$ cat src/rtl/smart_uart_pkg.sv
// Shared definitions for the smart-UART device-side command responder:
// command codes, responder state encoding and err_flags bit positions.
package smart_uart_pkg;

  localparam logic [7:0] SU_CMD_RD_WORD = 8'hA1;
  localparam logic [7:0] SU_CMD_WR_WORD = 8'hA2;
  localparam logic [7:0] SU_CMD_RSP     = 8'hA3;

  typedef enum logic [2:0] {
    SU_IDLE     = 3'd0,
    SU_ADDR     = 3'd1,
    SU_DATA     = 3'd2,
    SU_BUS      = 3'd3,
    SU_RSP_HDR  = 3'd4,
    SU_RSP_DATA = 3'd5
  } su_state_e;

  localparam int ERR_TERM_OVF = 0;
  localparam int ERR_BUS_TO   = 1;
  localparam int ERR_FRAME    = 2;

  function automatic logic su_is_cmd(input logic [7:0] b);
    return (b == SU_CMD_RD_WORD) || (b == SU_CMD_WR_WORD);
  endfunction

endpackage

$ cat src/rtl/smart_uart_tx_arb.sv
// Shares the UART serializer between core console bytes and responder bytes.
// A console byte already offered but not yet accepted keeps the path until it goes.
module smart_uart_tx_arb (
  input  logic       clk,
  input  logic       rst,
  input  logic       rsp_valid,
  input  logic [7:0] rsp_data,
  output logic       rsp_ready,
  input  logic       term_tx_valid,
  input  logic [7:0] term_tx_data,
  output logic       term_tx_ready,
  output logic       tx_valid,
  output logic [7:0] tx_data,
  input  logic       tx_ready
);

  // Handshake: a byte moves in any cycle where valid && ready; a source that
  // raised valid keeps it and its data stable until that cycle.
  logic cons_busy_q;
  logic rsp_sel;

  assign rsp_sel = rsp_valid && !cons_busy_q;

  always_comb begin
    tx_valid      = 1'b0;
    tx_data       = 8'h00;
    term_tx_ready = 1'b0;
    rsp_ready     = 1'b0;
    if (!rst) begin
      if (rsp_sel) begin
        tx_valid  = 1'b1;
        tx_data   = rsp_data;
        rsp_ready = tx_ready;
      end else begin
        tx_valid      = term_tx_valid;
        tx_data       = term_tx_data;
        term_tx_ready = tx_ready;
      end
    end
  end

  always_ff @(posedge clk) begin
    if (rst) begin
      cons_busy_q <= 1'b0;
    end else begin
      cons_busy_q <= !rsp_sel && term_tx_valid && !tx_ready;
    end
  end

endmodule

$ cat src/rtl/smart_uart_cmd_responder.sv
// Device-side smart-UART endpoint: decodes host read/write frames, runs the
// 32-bit bus access, returns read data and passes other bytes to the terminal.
module smart_uart_cmd_responder
  import smart_uart_pkg::*;
#(
  parameter int          ADDR_W       = 32,
  parameter int          IDLE_TIMEOUT = 2**20,
  parameter int          BUS_TIMEOUT  = 1024,
  parameter logic [31:0] ERR_DATA     = 32'hDEAD_BEEF
) (
  input  logic              clk,
  input  logic              rst,
  input  logic              rx_valid,
  input  logic [7:0]        rx_data,
  output logic              tx_valid,
  output logic [7:0]        tx_data,
  input  logic              tx_ready,
  output logic              term_rx_valid,
  output logic [7:0]        term_rx_data,
  input  logic              term_rx_ready,
  input  logic              term_tx_valid,
  input  logic [7:0]        term_tx_data,
  output logic              term_tx_ready,
  output logic              mem_req,
  output logic              mem_we,
  output logic [ADDR_W-1:0] mem_addr,
  output logic [31:0]       mem_wdata,
  input  logic              mem_ack,
  input  logic [31:0]       mem_rdata,
  output logic [2:0]        err_flags
);

  localparam int IDLE_W = $clog2(IDLE_TIMEOUT + 1);
  localparam int BUS_W  = $clog2(BUS_TIMEOUT + 1);

  su_state_e         state_q, state_d;
  logic              op_wr_q;
  logic [1:0]        byte_cnt_q;
  logic [31:0]       addr_sr_q;
  logic [31:0]       wdata_q;
  logic [31:0]       rsp_sr_q;
  logic [IDLE_W-1:0] idle_cnt_q;
  logic [BUS_W-1:0]  bus_cnt_q;
  logic              term_rx_valid_q;
  logic [7:0]        term_rx_data_q;
  logic [2:0]        err_q;

  logic              in_frame;
  logic              idle_expired;
  logic              bus_expired;
  logic              rsp_valid;
  logic [7:0]        rsp_data;
  logic              rsp_ready;

  assign in_frame     = (state_q == SU_ADDR) || (state_q == SU_DATA);
  assign idle_expired = (idle_cnt_q == IDLE_W'(IDLE_TIMEOUT - 1));
  assign bus_expired  = (bus_cnt_q == BUS_W'(BUS_TIMEOUT - 1));

  always_comb begin
    state_d   = state_q;
    rsp_valid = 1'b0;
    rsp_data  = 8'h00;
    case (state_q)
      SU_IDLE: begin
        if (rx_valid && su_is_cmd(rx_data)) state_d = SU_ADDR;
      end
      SU_ADDR: begin
        if (rx_valid) begin
          if (byte_cnt_q == 2'd3) state_d = op_wr_q ? SU_DATA : SU_BUS;
        end else if (idle_expired) begin
          state_d = SU_IDLE;
        end
      end
      SU_DATA: begin
        if (rx_valid) begin
          if (byte_cnt_q == 2'd3) state_d = SU_BUS;
        end else if (idle_expired) begin
          state_d = SU_IDLE;
        end
      end
      SU_BUS: begin
        // An ack arriving on the expiry cycle still counts as a real response.
        if (mem_ack || bus_expired) state_d = op_wr_q ? SU_IDLE : SU_RSP_HDR;
      end
      SU_RSP_HDR: begin
        rsp_valid = 1'b1;
        rsp_data  = SU_CMD_RSP;
        if (rsp_ready) state_d = SU_RSP_DATA;
      end
      SU_RSP_DATA: begin
        rsp_valid = 1'b1;
        rsp_data  = rsp_sr_q[31:24];
        if (rsp_ready && (byte_cnt_q == 2'd3)) state_d = SU_IDLE;
      end
      default: state_d = SU_IDLE;
    endcase
  end

  always_ff @(posedge clk) begin
    if (rst) begin
      state_q         <= SU_IDLE;
      op_wr_q         <= 1'b0;
      byte_cnt_q      <= 2'd0;
      addr_sr_q       <= 32'h0;
      wdata_q         <= 32'h0;
      rsp_sr_q        <= 32'h0;
      idle_cnt_q      <= '0;
      bus_cnt_q       <= '0;
      term_rx_valid_q <= 1'b0;
      term_rx_data_q  <= 8'h00;
      err_q           <= 3'b000;
    end else begin
      state_q         <= state_d;
      term_rx_valid_q <= 1'b0;

      if (in_frame && !rx_valid) idle_cnt_q <= idle_cnt_q + IDLE_W'(1);
      else                       idle_cnt_q <= '0;

      if (state_q == SU_BUS) bus_cnt_q <= bus_cnt_q + BUS_W'(1);
      else                   bus_cnt_q <= '0;

      case (state_q)
        SU_IDLE: begin
          if (rx_valid) begin
            if (su_is_cmd(rx_data)) begin
              op_wr_q    <= (rx_data == SU_CMD_WR_WORD);
              byte_cnt_q <= 2'd0;
            end else if (term_rx_ready) begin
              term_rx_valid_q <= 1'b1;
              term_rx_data_q  <= rx_data;
            end else begin
              err_q[ERR_TERM_OVF] <= 1'b1;
            end
          end
        end
        SU_ADDR, SU_DATA: begin
          // Payload bytes are never re-decoded, even if they match a command.
          if (rx_valid) begin
            byte_cnt_q <= byte_cnt_q + 2'd1;
            if (state_q == SU_ADDR) addr_sr_q <= {addr_sr_q[23:0], rx_data};
            else                    wdata_q   <= {wdata_q[23:0], rx_data};
          end else if (idle_expired) begin
            err_q[ERR_FRAME] <= 1'b1;
          end
        end
        SU_BUS: begin
          if (rx_valid) err_q[ERR_FRAME] <= 1'b1;
          if (mem_ack) begin
            rsp_sr_q   <= mem_rdata;
            byte_cnt_q <= 2'd0;
          end else if (bus_expired) begin
            rsp_sr_q         <= ERR_DATA;
            byte_cnt_q       <= 2'd0;
            err_q[ERR_BUS_TO] <= 1'b1;
          end
        end
        SU_RSP_HDR: begin
          if (rx_valid) err_q[ERR_FRAME] <= 1'b1;
        end
        SU_RSP_DATA: begin
          if (rx_valid) err_q[ERR_FRAME] <= 1'b1;
          if (rsp_ready) begin
            rsp_sr_q   <= {rsp_sr_q[23:0], 8'h00};
            byte_cnt_q <= byte_cnt_q + 2'd1;
          end
        end
        default: ;
      endcase
    end
  end

  assign mem_req       = (state_q == SU_BUS);
  assign mem_we        = mem_req && op_wr_q;
  assign mem_addr      = addr_sr_q[ADDR_W-1:0] & ~ADDR_W'(3);
  assign mem_wdata     = wdata_q;
  assign term_rx_valid = term_rx_valid_q;
  assign term_rx_data  = term_rx_data_q;
  assign err_flags     = err_q;

  smart_uart_tx_arb u_tx_arb (
    .clk           (clk),
    .rst           (rst),
    .rsp_valid     (rsp_valid),
    .rsp_data      (rsp_data),
    .rsp_ready     (rsp_ready),
    .term_tx_valid (term_tx_valid),
    .term_tx_data  (term_tx_data),
    .term_tx_ready (term_tx_ready),
    .tx_valid      (tx_valid),
    .tx_data       (tx_data),
    .tx_ready      (tx_ready)
  );

endmodule

$ cat config.mk
export PLATFORM = sky130hd
export DESIGN_NAME = smart_uart_cmd_responder
export DESIGN_NICKNAME = d
export VERILOG_FILES = /design/src/rtl/smart_uart_pkg.sv /design/src/rtl/smart_uart_tx_arb.sv /design/src/rtl/smart_uart_cmd_responder.sv
export SDC_FILE = /design/constraint.sdc
export NUM_CORES = 1
export LEC_CHECK = 0
export CORE_MARGIN = 4
export CORE_UTILIZATION = 40
export CTS_BUF_LIST = sky130_fd_sc_hd__clkbuf_8 sky130_fd_sc_hd__clkbuf_16
export CTS_CLUSTER_SIZE = 20
export DETAILED_ROUTE_END_ITERATION = 6
export MAX_ROUTING_LAYER = met4
export PLACE_DENSITY_LB_ADDON = 0.3
export SETUP_SLACK_MARGIN = 0.15
export SYNTH_ARGS = -nofsm -noshare
export SYNTH_HDL_FRONTEND = slang
export SYNTH_SLANG_ARGS = --single-unit
export TNS_END_PERCENT = 10
$ cat constraint.sdc
create_clock -name clk -period 2.5 [get_ports clk]
set_input_delay 0.5 -clock clk [delete_from_list [all_inputs] [get_ports clk]]
set_output_delay 0.5 -clock clk [all_outputs]
set_load 0.02 [all_outputs]
Word level (Yosys, flattened, before mapping)
Index checks and enable logic that the tools add are counted.
{ "op_classes": {"addsub": 3, "n_eq_ne": 24, "n_mux": 38, "bitwise_logic": 8, "reduce_logical": 34} }
{ "ops": {"columns": ["cell", "n"], "rows": [
  ["$mux 32", 3],
  ["$pmux 32 s2", 1],
  ["$mux 3", 10],
  ["$add 21x1->21 const B", 1],
  ["$eq 21x20->1 const B", 1],
  ["$ne 2x2->1 const B", 9],
  ["$pmux 3 s6", 1],
  ["$eq 8x8->1 const B", 2],
  ["$mux 8", 2],
  ["$pmux 8 s2", 1],
  ["$reduce_and 3->1", 5],
  ["$mux 1", 12],
  ["$mux 2", 6],
  ["$reduce_and 4->1", 3],
  ["$reduce_and 6->1", 2],
  ["$add 11x1->11 const B", 1],
  ["$eq 11x10->1 const B", 1],
  ["$not 1->1", 8],
  ["$pmux 2 s4", 1],
  ["$reduce_or 2->1", 4],
  ["$logic_and 1x1->1", 7],
  ["$eq 3x2->1 const B", 2],
  ["$eq 3x3->1 const B", 2],
  ["$ne 3x2->1 const B", 2],
  ["other kinds (13)", 20]
]} }
{ "totals": {"register_bits": 147, "elab_cells": 121} }

Logic depth before layout (Yosys ltp)
{ "logic_depth": {"word_depth": 9, "mapped_depth": 8} }

Hierarchy
From an unflattened synthesis, not the netlist that was laid out.
{ "hier_totals": {"hier_cells": 784, "area_unflattened_um2": 6431.2} }
{ "modules_own_cells": {"columns": ["mod", "n_inst", "cells_each", "area_each_um2", "seq_area_each_um2"], "rows": [
  ["smart_uart_cmd_responder", 1, 749, 6120.9, 2922.8],
  ["smart_uart_tx_arb", 1, 35, 310.3, 20.0]
]} }

Worst setup path after synthesis
No wires, ideal clock.
{ "synth_timing": {"path_kind": "reg2out", "start": "reg state_q[0]", "end": "out tx_data[0]", "arrival_ps": 1701, "required_time_ps": 2000, "path_slack_ps": 299, "path_stages_with_launch": 7, "path_buffers": 3, "path_cell_list": "dfxtp_1 buf_2 clkbuf_1 nand2_1 clkbuf_1 nor3_1 nor3_1"} }
{ "synth_via": {"elab_chain_cells": 6} }
{ "synth_lines": {"columns": ["element", "line", "rtl"], "rows": [
  ["start: declaration", "smart_uart_cmd_responder.sv:36", "su_state_e state_q, state_d;"],
  ["start signal: assignment", "smart_uart_cmd_responder.sv:113", "state_q <= state_d;"],
  ["$eq 3x3->1", "smart_uart_cmd_responder.sv:63", "case (state_q)"],
  ["$reduce_or 2->1 (no line)", null, null],
  ["$mux 1", "smart_uart_cmd_responder.sv:63", null],
  ["$logic_and 1x1->1", "smart_uart_tx_arb.sv:22", "assign rsp_sel = rsp_valid && !cons_busy_q;"],
  ["$mux 8 (*)", "smart_uart_tx_arb.sv:30", "if (rsp_sel) begin"],
  ["$mux 8 (*)", "smart_uart_tx_arb.sv:29", "if (!rst) begin"],
  ["end: declaration", "smart_uart_cmd_responder.sv:16", "output logic [7:0] tx_data,"]
]} }
Mark *: on every way between the ends. The rest lies on a longest branch, timed or not.

Worst setup path in the final report
{ "layout_timing": {"start": "reg state_q[2]", "end": "out tx_data[5]"} }
Same word-level chain as after synthesis.

==> impl_results.md <==
* Status: completed
* DR iter-0 viols at around 300
* Fin nets at a little under 1,000
* Die width at 135 um
* Initial antenna violation count at 0
* Sequential share of the synthesized area at between 40% and 50%
* DRT Wirelength at 15,800 um
* RSZ-0062 raised after global routing: true
* CP endpoint kind: output port
* CTS resizes at 26
* Root buf cell: clkbuf_16
* Pin count of the biggest net entering global routing at approximately 90
* Clock transition at the registers of the reported paths at 0.06 ns
* Area growth syn-to-layout at 32.4%
* Cts bufs inserted at 17
* Most used DFF post-synth: dfxtp_1
* Antenna fix cells at 0
* Max Clk Rate at ~0.43 GHz
* Count leader, synth: nand2_1
* Port bufs at 140
* Hold Buf Count CTS at 0
* Worst skew pair latency at approximately 0.42 ns
* Post-CTS setup buffer count at 0
* CP required at about 2.0 ns
* Crit Path Max Fanout at 16
* Layout cell share with drive strength beyond 1 at about 8.6%
* Maximum buffer depth of the clock tree at 2
* Clk_skew at 0.00848 ns
* Leakage dissipation at between 0.002 and 0.003 uW
* EDFF count, synth at 0
* I/O pin cnt at 143
* Final Cycle Share at between 90% and 100%
* Mean post-synth cell area at 7.97 um2
* Startpoint Class: flop
* Fillers at 1,525
* Hold Violations, Final at 0
* Largest cells by area after synthesis: dfxtp_1 (46%), nand2_1 (11%), a21oi_1 (8.4%)
* Crit path kind: flop to output port
* PD cells at between 600 and 700 nW/um2
* Routed len/inst at 13.9 um
* Period minus WS final at between 2 and 2.5 ns
* Setup-failing EPs final at 0
* DR pass1 iterations at 7
* Final HPWL DP at 10,900 um
* # rows at 46
* Leading area contributor after synthesis: dfxtp_1
* All-Layer GR Usage at between 10% and 20%
* Gp weighted congestion at 0.832
* Die span in y at roughly 130 um
* Crit path DAT at approximately 1.8 ns
* Mapped Cells at 804
* Max Slew Vio Count at 0
* First-pass GRT wire length at between 20,000 and 30,000 um
* Setup TNS at 0 ns
* Synth cell count leaders: nand2_1 (180), dfxtp_1 (147), a21oi_1 (108), nor2_1 (76), clkbuf_1 (42)
* Vias in the first global route at ~5,200
* Power Total at between 5000 and 6000 uW
* CTS tree: built
* FFs w/ async S/R, synth at 0%
* DRC at 0
* Worst rel slew slack at between 30 and 40%
* Post-route ant nets at 0
* Total gr overflow at 0
* Synth Register Bits at between 100 and 150
* Peak supply drop at roughly 0.51 mV
* Flop-to-flop setup slack at 0.41 ns
* Post-synthesis cell type count at 53
* Clock Sinks at between 100 and 150
* DR vias at between 5,000 and 6,000
* Yosys warning count at 0
* Hold crit path type: input pin to flop
* Die area at between 15,000 and 20,000 um2
* Core footprint at about 16,000 um2
* Initial core utilization at between 40% and 50%
* Via density per instance at approximately 4.9
* Post-synthesis instance area at between 6000 and 7000 um2
* Area share of the largest cell type after synthesis at a little under half
* Max-cap violations at 0
* Htree depth at 4
* Slew @ Worst Pin at ~0.96 ns
cell families after synthesis:
kind of cell,count (synthesis),share of synthesized area (%)
compound gates,156,14.3
mux,6,0.937
fa+ha+maj,3,0.586
other cells,1,0.0585
buf+inv,93,7.67
simple gates,371,26.9
xor+xnor,27,3.69
flops,147,45.9
stage by stage:
step | worst slack (ns) | instances | instance area [um2] | hold slack [ns] | util [%]
floorplan | 0.299 | 805 | 6410 | 0.426 | -
CTS | 0.144 | 1141 | 8500 | 0.374 | 53.9
finish | 0.170 | 1141 | 8490 | 0.399 | 53.8
global placement | 0.0804 | 1109 | 7910 | 0.439 | 50.2
detailed placement | 0.0534 | 1109 | 7910 | 0.445 | 50.2
global route | 0.0405 | 1141 | 8490 | 0.402 | 53.8
worst max-delay path, cell delays in order, from the launching register on:
cell	delay, ns
dfxtp_1	0.35
buf_6	0.16
nand2b_1	0.13
nor2_1	0.11
buf_4	0.15
nor2_1	0.04
nor3_1	0.13
clkdlybuf4s15_1	0.33
cell type report:
class	instances	area [um2]	area share, %
Timing Repair Buffer	173	1670	19.7
Clock inverter	11	103	1.21
Sequential cell	147	2940	34.7
Clock buffer	21	480	5.66
Tap cell	216	270	3.18
Inverter	8	30.0	0.354
Multi-Input combinational cell	565	3000	35.3
cells in the final DEF (no fill, tap or decap), drive strengths merged, types with 17 or more instances in the layout:
| master | count |
|---|---|
| nand2 | 180 |
| dfxtp | 147 |
| clkdlybuf4s50 | 127 |
| a21oi | 108 |
| nor2 | 76 |
| buf | 36 |
| nand3 | 29 |
| clkbuf | 22 |
| nand3b | 18 |
| o211ai | 18 |
| xor2 | 17 |
routing by layer:
layer / part of all wire (%) / vias up / track usage, %
li1: - / 2886 / -
met1: 46 / 2578 / 23.2
met2: 46 / 140 / 28.1
met3: 5.7 / 23 / 3.76
met4: 1.8 / 0 / 6.50
met5: 0 / - / -
registers in the layout, summed over array words and instances, names as in the netlist:
| name | flops |
|---|---|
| op_wr_q | 1 |
| term_rx_data | 8 |
| err_flags | 3 |
| idle_cnt_q | 21 |
| rsp_sr_q | 32 |
| byte_cnt_q | 2 |
| state_q | 3 |
| addr_sr_q | 32 |
| u_tx_arb.cons_busy_q | 1 |
| bus_cnt_q | 11 |
| term_rx_valid | 1 |
| mem_wdata | 32 |
worst paths after layout:
path                                                start                         end  cells past startpoint
worst max-delay path              state_q[2]$_SDFFE_PP0P_                  tx_data[5]                      7
worst min-delay path                                  rst   rsp_sr_q[25]$_SDFFE_PP0P_                      2
worst max register to register    bus_cnt_q[0]$_SDFF_PP0_  byte_cnt_q[0]$_SDFFE_PP0P_                      6
worst min register to register  rsp_sr_q[18]$_SDFFE_PP0P_   rsp_sr_q[18]$_SDFFE_PP0P_                      2
where the power goes:
part | switching [uW] | internal (uW) | leakage [uW]
logic | 157 | 159 | 0.00147
clock network | 987 | 1480 | 0.000293
registers | 7.22 | 2350 | 0.00118
total | 1150 | 3990 | 0.00295
Note: power is estimated with default switching activity, not from simulation.
